==> config.mk <==
export PLATFORM = sky130hd
export DESIGN_NAME = apb3_cmd_master
export DESIGN_NICKNAME = d
export VERILOG_FILES = /design/src/rtl/apb3_cmd_master.sv
export SDC_FILE = /design/constraint.sdc
export NUM_CORES = 1
export LEC_CHECK = 0
export CORE_ASPECT_RATIO = 0.75
export CORE_MARGIN = 3
export CORE_UTILIZATION = 56
export CTS_CLUSTER_DIAMETER = 200
export DETAILED_ROUTE_END_ITERATION = 8
export PLACE_DENSITY = 0.83
export SETUP_SLACK_MARGIN = 0.4
export SLEW_MARGIN = 10
export SYNTH_ARGS = -nofsm -noshare
export SYNTH_HDL_FRONTEND = slang
export SYNTH_SLANG_ARGS = --single-unit
==> constraint.sdc <==
create_clock -name clk -period 2.8 [get_ports clk]
set_input_delay 0.42 -clock clk [delete_from_list [all_inputs] [get_ports clk]]
set_output_delay 0.42 -clock clk [all_outputs]
set_load 0.05 [all_outputs]
==> src/rtl/apb3_cmd_master.sv <==
// rtl/apb3_cmd_master.sv - APB3 requester fed by a command FIFO, one response per command.
// Optional ACCESS-phase timeout enabled by defining APB3_CMD_MASTER_TIMEOUT_EN.
module apb3_cmd_master #(
    parameter int ADDR_WIDTH     = 32,
    parameter int DATA_WIDTH     = 32,
    parameter int CMD_DEPTH      = 4,
    parameter int TIMEOUT_CYCLES = 256
) (
    input  logic                  clk,
    input  logic                  rst,
    input  logic                  cmd_valid,
    output logic                  cmd_ready,
    input  logic                  cmd_write,
    input  logic [ADDR_WIDTH-1:0] cmd_addr,
    input  logic [DATA_WIDTH-1:0] cmd_wdata,
    output logic                  rsp_valid,
    input  logic                  rsp_ready,
    output logic [DATA_WIDTH-1:0] rsp_rdata,
    output logic                  rsp_err,
    output logic                  rsp_timeout,
    output logic                  busy,
    output logic                  m_apb_psel,
    output logic                  m_apb_penable,
    output logic                  m_apb_pwrite,
    output logic [ADDR_WIDTH-1:0] m_apb_paddr,
    output logic [DATA_WIDTH-1:0] m_apb_pwdata,
    input  logic [DATA_WIDTH-1:0] m_apb_prdata,
    input  logic                  m_apb_pready,
    input  logic                  m_apb_pslverr
);

    localparam int PTR_W = $clog2(CMD_DEPTH);
    localparam int CNT_W = PTR_W + 1;

    if (!(DATA_WIDTH == 8 || DATA_WIDTH == 16 || DATA_WIDTH == 32)) begin : g_bad_data_width
        $error("apb3_cmd_master: DATA_WIDTH must be 8, 16 or 32");
    end
    if (CMD_DEPTH < 2 || (CMD_DEPTH & (CMD_DEPTH - 1)) != 0) begin : g_bad_depth
        $error("apb3_cmd_master: CMD_DEPTH must be a power of two >= 2");
    end
    if (TIMEOUT_CYCLES < 2) begin : g_bad_timeout
        $error("apb3_cmd_master: TIMEOUT_CYCLES must be >= 2");
    end

    typedef enum logic [1:0] {
        ST_IDLE,
        ST_SETUP,
        ST_ACCESS
    } state_t;

    typedef struct packed {
        logic                  write;
        logic [ADDR_WIDTH-1:0] addr;
        logic [DATA_WIDTH-1:0] data;
    } cmd_t;

    cmd_t                  fifo_q [CMD_DEPTH];
    cmd_t                  fifo_d [CMD_DEPTH];
    logic [PTR_W-1:0]      wr_ptr_q, wr_ptr_d;
    logic [PTR_W-1:0]      rd_ptr_q, rd_ptr_d;
    logic [CNT_W-1:0]      count_q, count_d;
    state_t                state_q, state_d;
    cmd_t                  cur_q, cur_d;
    logic                  rsp_valid_q, rsp_valid_d;
    logic [DATA_WIDTH-1:0] rsp_rdata_q, rsp_rdata_d;
    logic                  rsp_err_q, rsp_err_d;
`ifdef APB3_CMD_MASTER_TIMEOUT_EN
    localparam int TMO_W = $clog2(TIMEOUT_CYCLES + 1);
    logic [TMO_W-1:0]      tmo_cnt_q, tmo_cnt_d;
    logic                  rsp_timeout_q, rsp_timeout_d;
`endif

    logic fifo_empty;
    logic fifo_full;
    logic push;
    logic pop;

    assign fifo_empty = (count_q == '0);
    assign fifo_full  = (count_q == CNT_W'(CMD_DEPTH));
    assign push       = cmd_valid && !fifo_full;
    // A launch needs the response slot free now or being emptied on this edge.
    assign pop        = (state_q == ST_IDLE) && !fifo_empty && (!rsp_valid_q || rsp_ready);

    always_comb begin
        fifo_d      = fifo_q;
        wr_ptr_d    = wr_ptr_q;
        rd_ptr_d    = rd_ptr_q;
        count_d     = count_q;
        state_d     = state_q;
        cur_d       = cur_q;
        rsp_valid_d = rsp_valid_q;
        rsp_rdata_d = rsp_rdata_q;
        rsp_err_d   = rsp_err_q;
`ifdef APB3_CMD_MASTER_TIMEOUT_EN
        tmo_cnt_d     = tmo_cnt_q;
        rsp_timeout_d = rsp_timeout_q;
`endif

        if (push) begin
            fifo_d[wr_ptr_q] = '{write: cmd_write, addr: cmd_addr, data: cmd_wdata};
            wr_ptr_d         = wr_ptr_q + PTR_W'(1);
        end
        if (pop) begin
            cur_d    = fifo_q[rd_ptr_q];
            rd_ptr_d = rd_ptr_q + PTR_W'(1);
        end
        case ({push, pop})
            2'b10:   count_d = count_q + CNT_W'(1);
            2'b01:   count_d = count_q - CNT_W'(1);
            default: count_d = count_q;
        endcase

        if (rsp_valid_q && rsp_ready) begin
            rsp_valid_d = 1'b0;
        end

        case (state_q)
            ST_IDLE: begin
                if (pop) begin
                    state_d = ST_SETUP;
                end
            end
            ST_SETUP: begin
                state_d = ST_ACCESS;
`ifdef APB3_CMD_MASTER_TIMEOUT_EN
                tmo_cnt_d = '0;
`endif
            end
            ST_ACCESS: begin
                if (m_apb_pready) begin
                    state_d     = ST_IDLE;
                    rsp_valid_d = 1'b1;
                    rsp_err_d   = m_apb_pslverr;
                    rsp_rdata_d = (!cur_q.write && !m_apb_pslverr) ? m_apb_prdata : '0;
`ifdef APB3_CMD_MASTER_TIMEOUT_EN
                    rsp_timeout_d = 1'b0;
                end else if (tmo_cnt_q == TMO_W'(TIMEOUT_CYCLES - 1)) begin
                    // This is the TIMEOUT_CYCLES-th ACCESS cycle without pready.
                    state_d       = ST_IDLE;
                    rsp_valid_d   = 1'b1;
                    rsp_err_d     = 1'b1;
                    rsp_rdata_d   = '0;
                    rsp_timeout_d = 1'b1;
                end else begin
                    tmo_cnt_d = tmo_cnt_q + TMO_W'(1);
`endif
                end
            end
            default: state_d = ST_IDLE;
        endcase
    end

    always_ff @(posedge clk) begin
        if (rst) begin
            fifo_q      <= '{default: '0};
            wr_ptr_q    <= '0;
            rd_ptr_q    <= '0;
            count_q     <= '0;
            state_q     <= ST_IDLE;
            cur_q       <= '0;
            rsp_valid_q <= 1'b0;
            rsp_rdata_q <= '0;
            rsp_err_q   <= 1'b0;
`ifdef APB3_CMD_MASTER_TIMEOUT_EN
            tmo_cnt_q     <= '0;
            rsp_timeout_q <= 1'b0;
`endif
        end else begin
            fifo_q      <= fifo_d;
            wr_ptr_q    <= wr_ptr_d;
            rd_ptr_q    <= rd_ptr_d;
            count_q     <= count_d;
            state_q     <= state_d;
            cur_q       <= cur_d;
            rsp_valid_q <= rsp_valid_d;
            rsp_rdata_q <= rsp_rdata_d;
            rsp_err_q   <= rsp_err_d;
`ifdef APB3_CMD_MASTER_TIMEOUT_EN
            tmo_cnt_q     <= tmo_cnt_d;
            rsp_timeout_q <= rsp_timeout_d;
`endif
        end
    end

    assign cmd_ready     = !fifo_full;
    assign rsp_valid     = rsp_valid_q;
    assign rsp_rdata     = rsp_rdata_q;
    assign rsp_err       = rsp_err_q;
`ifdef APB3_CMD_MASTER_TIMEOUT_EN
    assign rsp_timeout   = rsp_timeout_q;
`else
    assign rsp_timeout   = 1'b0;
`endif
    assign busy          = !fifo_empty || (state_q != ST_IDLE) || rsp_valid_q;
    assign m_apb_psel    = (state_q != ST_IDLE);
    assign m_apb_penable = (state_q == ST_ACCESS);
    assign m_apb_pwrite  = cur_q.write;
    assign m_apb_paddr   = cur_q.addr;
    assign m_apb_pwdata  = cur_q.data;

endmodule

Word level (Yosys, flattened, before mapping)
Cells that the tools add are included.
W data, S select, Z words.
- $add $sub $neg: 4
- $lt $le $gt $ge: 3
- eq/ne operators: 7
- muxes and demuxes: 14
- bitwise logic cells: 2
- reduce and logical (&&, ||, !) cells: 20
- operator list (operator ; number):
    $bwmux W260 ; 1
    $mux W65 ; 3
    $bmux W65 S2 ; 1
    $demux W65 S2 ; 1
    $mux W32 ; 1
    $ge A3 B3 Y1 const B ; 2
    $logic_and A1 B1 Y1 ; 6
    $not A2 Y3 ; 2
    $pmux W2 S3 ; 1
    $pmux W3 S2 ; 1
    $logic_not A1 Y1 ; 5
    $add A2 B1 Y2 const B ; 2
    $eq A2 B1 Y1 const B ; 2
    $eq A2 B2 Y1 const B ; 2
    $mux W2 ; 2
    $reduce_and A2 Y1 ; 2
    $reduce_bool A2 Y1 ; 2
    $add A3 B1 Y3 const B ; 1
    $eq A3 B3 Y1 const B ; 1
    $logic_not A3 Y1 ; 1
    $logic_or A1 B1 Y1 ; 3
    $lt A3 B1 Y1 const B ; 1
    $mux W1 ; 3
    $sub A3 B1 Y3 const B ; 1
    3 further kinds ; 3
- register bits: 368
- input bits: 103
- output and inout bits: 104

Depth between registers and ports, before layout
- word-level depth: 6
- gate-level depth with buffers: 10
- mapped depth without buffers: 9

Worst setup path before layout
No wires, ideal clock.
- path kind: register -> register
- start point: reg state_q[1]
- end point: reg count_q[2]
- setup time: 0.070 ns
- data arrival time: 2.534 ns
- required time: 2.730 ns
- setup slack: 0.196 ns
- cell stages (with the launch flop): 11
- path buffers: 1
- path through: dfxtp_1 > nor2_1 > inv_1 > nor3_1 > clkbuf_1 > ha_1 > inv_1 > fa_1 > xor2_1 > or3_1 > a21oi_1
- cells in the longest elaborated chain, start to end: 5
- elaborated cells on any way between the ends: 7
- those cells by class: eq/ne: 2; mux: 1; reduce/logical: 4
- RTL lines (what ; line ; source):
    start: declaration ; 62 ; state_t state_q, state_d;
    start signal: assignment ; 173 ; state_q <= state_d;
    $logic_not A2 Y1 (*) ; 82 ; assign pop = (state_q == ST_IDLE) && !fifo_empty && (!rsp_valid_q || rsp_ready);
    $logic_and A1 B1 Y1 (*) (2 in series) ; 82 ;
    net pop ; 76 ; logic pop;
    $eq A2 B1 Y1 / $eq A2 B2 Y1 (equally long branches) ; 107 ; case ({push, pop})
    $pmux W3 S2 / $reduce_bool A2 Y1 (equally long branches) ; - ;
    end signal: assignment ; 172 ; count_q <= count_d;
    end: declaration ; 61 ; logic [CNT_W-1:0] count_q, count_d;
Mark *: on every way through the listed nets, which the timed path passes. The rest lies on a longest branch.
A chain may end at the register's enable or synchronous reset.

Worst setup path in the final report
- start point: reg count_q[0]
- end point: out busy
- cells in the longest elaborated chain, start to end: 4
- RTL lines (what ; line ; source):
    $logic_not A3 Y1 ; 78 ; assign fifo_empty = (count_q == '0);
    $logic_not A1 Y1 ; 194 ; assign busy = !fifo_empty || (state_q != ST_IDLE) || rsp_valid_q;
    $logic_or A1 B1 Y1 (2 in series) ; 194 ;
    end: declaration ; 21 ; output logic busy,
No other way between the ends.

==> flow_summary_export.csv <==
group,metric,value,unit
status,outcome,"finished clean",
sta,min_period,2300,ps
yosys,yosysTopAreaCellShare,45.8,%
yosys,postSynth.asyncResetShare,0,%
floorplanning,die_h,153,um
yosys,yosysSeqAreaShare,45.8,%
grt,grt.total_usage,23.3,%
yosys,ys_ff_latch,368,
route,via_per_inst,5.45,
clock_tree,cts_tree,"yes",
sta,final-max-slew-violation-count,0,
route,routed_wl,36200,um
setup_path,cp-endpoint,"busy",
setup_path,crit_chain,"or3_1, or3_1, clkbuf_2",
sta,rsz0062_at_grt,"no",
setup_path,required,2380,ps
grt,gr-total-overflow,0,
final_layout,syn2layout_area_growth,20.6,%
setup_path,r2r_start,"count_q[2]",
grt,antenna_found_initial,0,
yosys,ys_warn_count,0,
yosys,synth_area_leader_cell,"dfxtp_1",
setup_path,start_kind,"flop",
placement,place_ws,278,ps
setup_path,critPathBufInv,1,
pwr,p_leak,7.72,nW
clock_tree,cts_buffer_depth,3,
clock_tree,clk_pin_slew_worst_paths,60,ps
clock_tree,cts_made_buffers,36,
yosys,synth_edf_count,0,
setup_path,critPathArrivalTime,1880,ps
yosys,synth_nets,1536,
setup_path,critPathTopFamily,"simple AND/OR/NAND/NOR gates",
route,drt_iter0_markers,537,
sta,slew_headroom,40.5,%
setup_path,r2r-end,"count_q[2]",
final_layout,nets,1689,
floorplanning,rows,53,
setup_path,critPathKind,"reg2out",
setup_path,reg2reg_depth,8,
sta,final-setup-viol-count,0,
route,wire_per_inst,18.2,um
clock_tree,ctsHoldBuffers,0,
yosys,syn_area,16100,um^2
setup_path,r2r_slack,540,ps
placement,io_buffers,205,
setup_path,crit_top_cell,"or3_1",
yosys,synth_cell_types,35,
sta,worst_pin_slew,892,ps
grt,grt_max_degree,209,
yosys,ys.flop_type,"dfxtp_1",
floorplanning,dieArea,30800,um^2
yosys,avgSynthCellArea,11.3,um^2
pwr,pwr_density_cell,755,nW/um^2
final_layout,final_layout_size_suffix_gt1_share,9.91,%
floorplanning,start_util,57.2,%
floorplanning,core,28100,um^2
clock_tree,clkLatencyLatePin,510,ps
placement,hpwlAfterDp,22500,um
route,drc_errors,0,
floorplanning,num_io_pins,207,
sta,hold_viol_final,0,
yosys,synth_area_leaders,"dfxtp_1, mux2i_1, nand2b_1, mux4_2, o2bb2ai_1",
placement,place.gp.congestion,0.759,
route,drtAntennaViolNets,0,
clock_tree,clock-root-buffer,"clkbuf_16",
yosys,syn_inst,1427,
sta,layout_worst_path_cycle_share,82.0,%
setup_path,cp_max_fo,5,
yosys,yosysMostFrequentCell,"nand2b_1",
grt,grt_pass1_vias,11400,
sta,fmax,0.436,GHz
sta,finalWorstSetupSlack,505,ps
final_layout,diodes,0,
setup_path,crit_path_max_incr_delay,400,ps
job,drv_cap,0,
setup_path,startpoint,"count_q[0]",
setup_path,worst_setup_path_end_kind,"primary output",
setup_path,cp_num_cells,3,
pwr,peakVddDrop,1.16,mV
clock_tree,clock_sinks,368,
route,vias,10800,
floorplanning,die_x,202,um
grt,grt_first_pass_wirelength,59700,um
setup_path,slowest_stage,"or3_1",
route,drt-pass1-iter-count,5,
clock_tree,cts_max_level,2,
yosys,synth_common_cells,"nand2b_1, dfxtp_1, mux2i_1, clkbuf_1",
sta,fin_setup_tns,0,ps
hold_path,hold_class,"in2reg",
final_layout,fillerInstances,2078,
sta,skew,14.0,ps
==> worst min path at each step <==
| stage | start | end | cells past startpoint |
|---|---|---|---|
| finish | rst | wr_ptr_q[1] | 2 |
| global route | rst | rsp_rdata[9] | 2 |
| CTS | rst | wr_ptr_q[1] | 2 |
| detailed placement | rsp_rdata[3] | rsp_rdata[3] | 2 |
| global placement | rsp_rdata[4] | rsp_rdata[4] | 2 |
| floorplan | fifo_q[187] | fifo_q[187] | 2 |
==> routing by layer <==
metal	share of wire (%)	wire length [um]	vias up	track usage (%)
met5	0	0	-	0
met4	1.7	604	0	5.21
met3	6.2	2240	54	5.66
met2	47	17000	226	38.2
met1	45	16400	5323	31.8
li1	-	-	5240	-
==> cells in the final DEF, fill, tap and decap left out, types with 5 or more instances in the layout <==
| master | count |
|---|---|
| a21oi_1 | 39 |
| buf_12 | 12 |
| buf_4 | 18 |
| clkbuf_1 | 12 |
| clkbuf_16 | 37 |
| clkbuf_8 | 11 |
| clkdlybuf4s50_1 | 200 |
| dfxtp_1 | 366 |
| ha_1 | 5 |
| inv_1 | 5 |
| mux2i_1 | 261 |
| mux4_2 | 65 |
| nand2_1 | 35 |
| nand2b_1 | 391 |
| nand3_1 | 35 |
| nor2_1 | 7 |
| o2bb2ai_1 | 65 |
==> timing repair <==
action / CTS / global route
gates resized for setup: 3 / 3
buffers inserted: 0 / 3
setup endpoints to repair: 3 / 3
==> registers in the layout (all words and copies together) (netlist names) <==
| signal | count |
|---|---|
| wr_ptr_q | 2 |
| state_q | 2 |
| m_apb_paddr | 32 |
| count_q | 3 |
| rd_ptr_q | 2 |
| rsp_valid | 1 |
| m_apb_pwrite | 1 |
| rsp_err | 1 |
| rsp_rdata | 32 |
| m_apb_pwdata | 32 |
| fifo_q | 260 |
==> kinds of logic (layout without fill, tap and decap cells) <==
logic type               Yosys count  after routing  synth area share, %
AND/OR/NAND/NOR                  489            489                 18.2
flip-flops                       368            368                 45.8
multiplexers                     327            327                 25.4
buffers and inverters            126            303                 4.98
AO/OA/AOI/OAI                    108            108                 4.93
adder cells (fa/ha/maj)            6              6                0.514
XOR/XNOR                           2              2                0.109
other                              1              1               0.0233
==> through the flow <==
step / hold WS (ps) / instances / area (um^2) / util, % / total power [mW]
6_report: 434 / 1989 / 19400 / 69.0 / 14.6
5_1_grt: 458 / 1989 / 19400 / 69.0 / 15.3
4_1_cts: 419 / 1986 / 19400 / 68.9 / 14.8
3_5_place_dp: 447 / 1924 / 18200 / 64.9 / 10.1
3_3_place_gp: 437 / 1924 / 18200 / 64.9 / 10.0
2_1_floorplan: 445 / 1427 / 16100 / - / 8.91
==> report_power, final <==
part           total [mW]  internal (mW)  switching, mW  leakage [nW]
Combinational        3.91           1.61           2.30          4.18
Sequential           6.07           5.69          0.377          2.98
Clock                4.66           2.70           1.96         0.555
==> layout make-up <==
| cell class | instances | area, um^2 | area share [%] |
|---|---|---|---|
| sequential | 368 | 7370 | 38.0 |
| timing repair buffer | 235 | 2430 | 12.5 |
| multi-input combinational | 933 | 7960 | 41.0 |
| tap | 385 | 482 | 2.48 |
| clock buffer | 59 | 1110 | 5.72 |
| inverter | 6 | 22.5 | 0.116 |
| clock inverter | 3 | 22.5 | 0.116 |
==> worst register-to-register path: cells and delay by family (launching register included) <==
kind / cells / cell delay (ps)
buf+inv: 1 / 60
compound gates: 1 / 170
simple gates: 3 / 850
flops: 1 / 380
fa+ha+maj: 2 / 570
xor+xnor: 1 / 160
No activity file was read; power rests on OpenSTA's default activity.
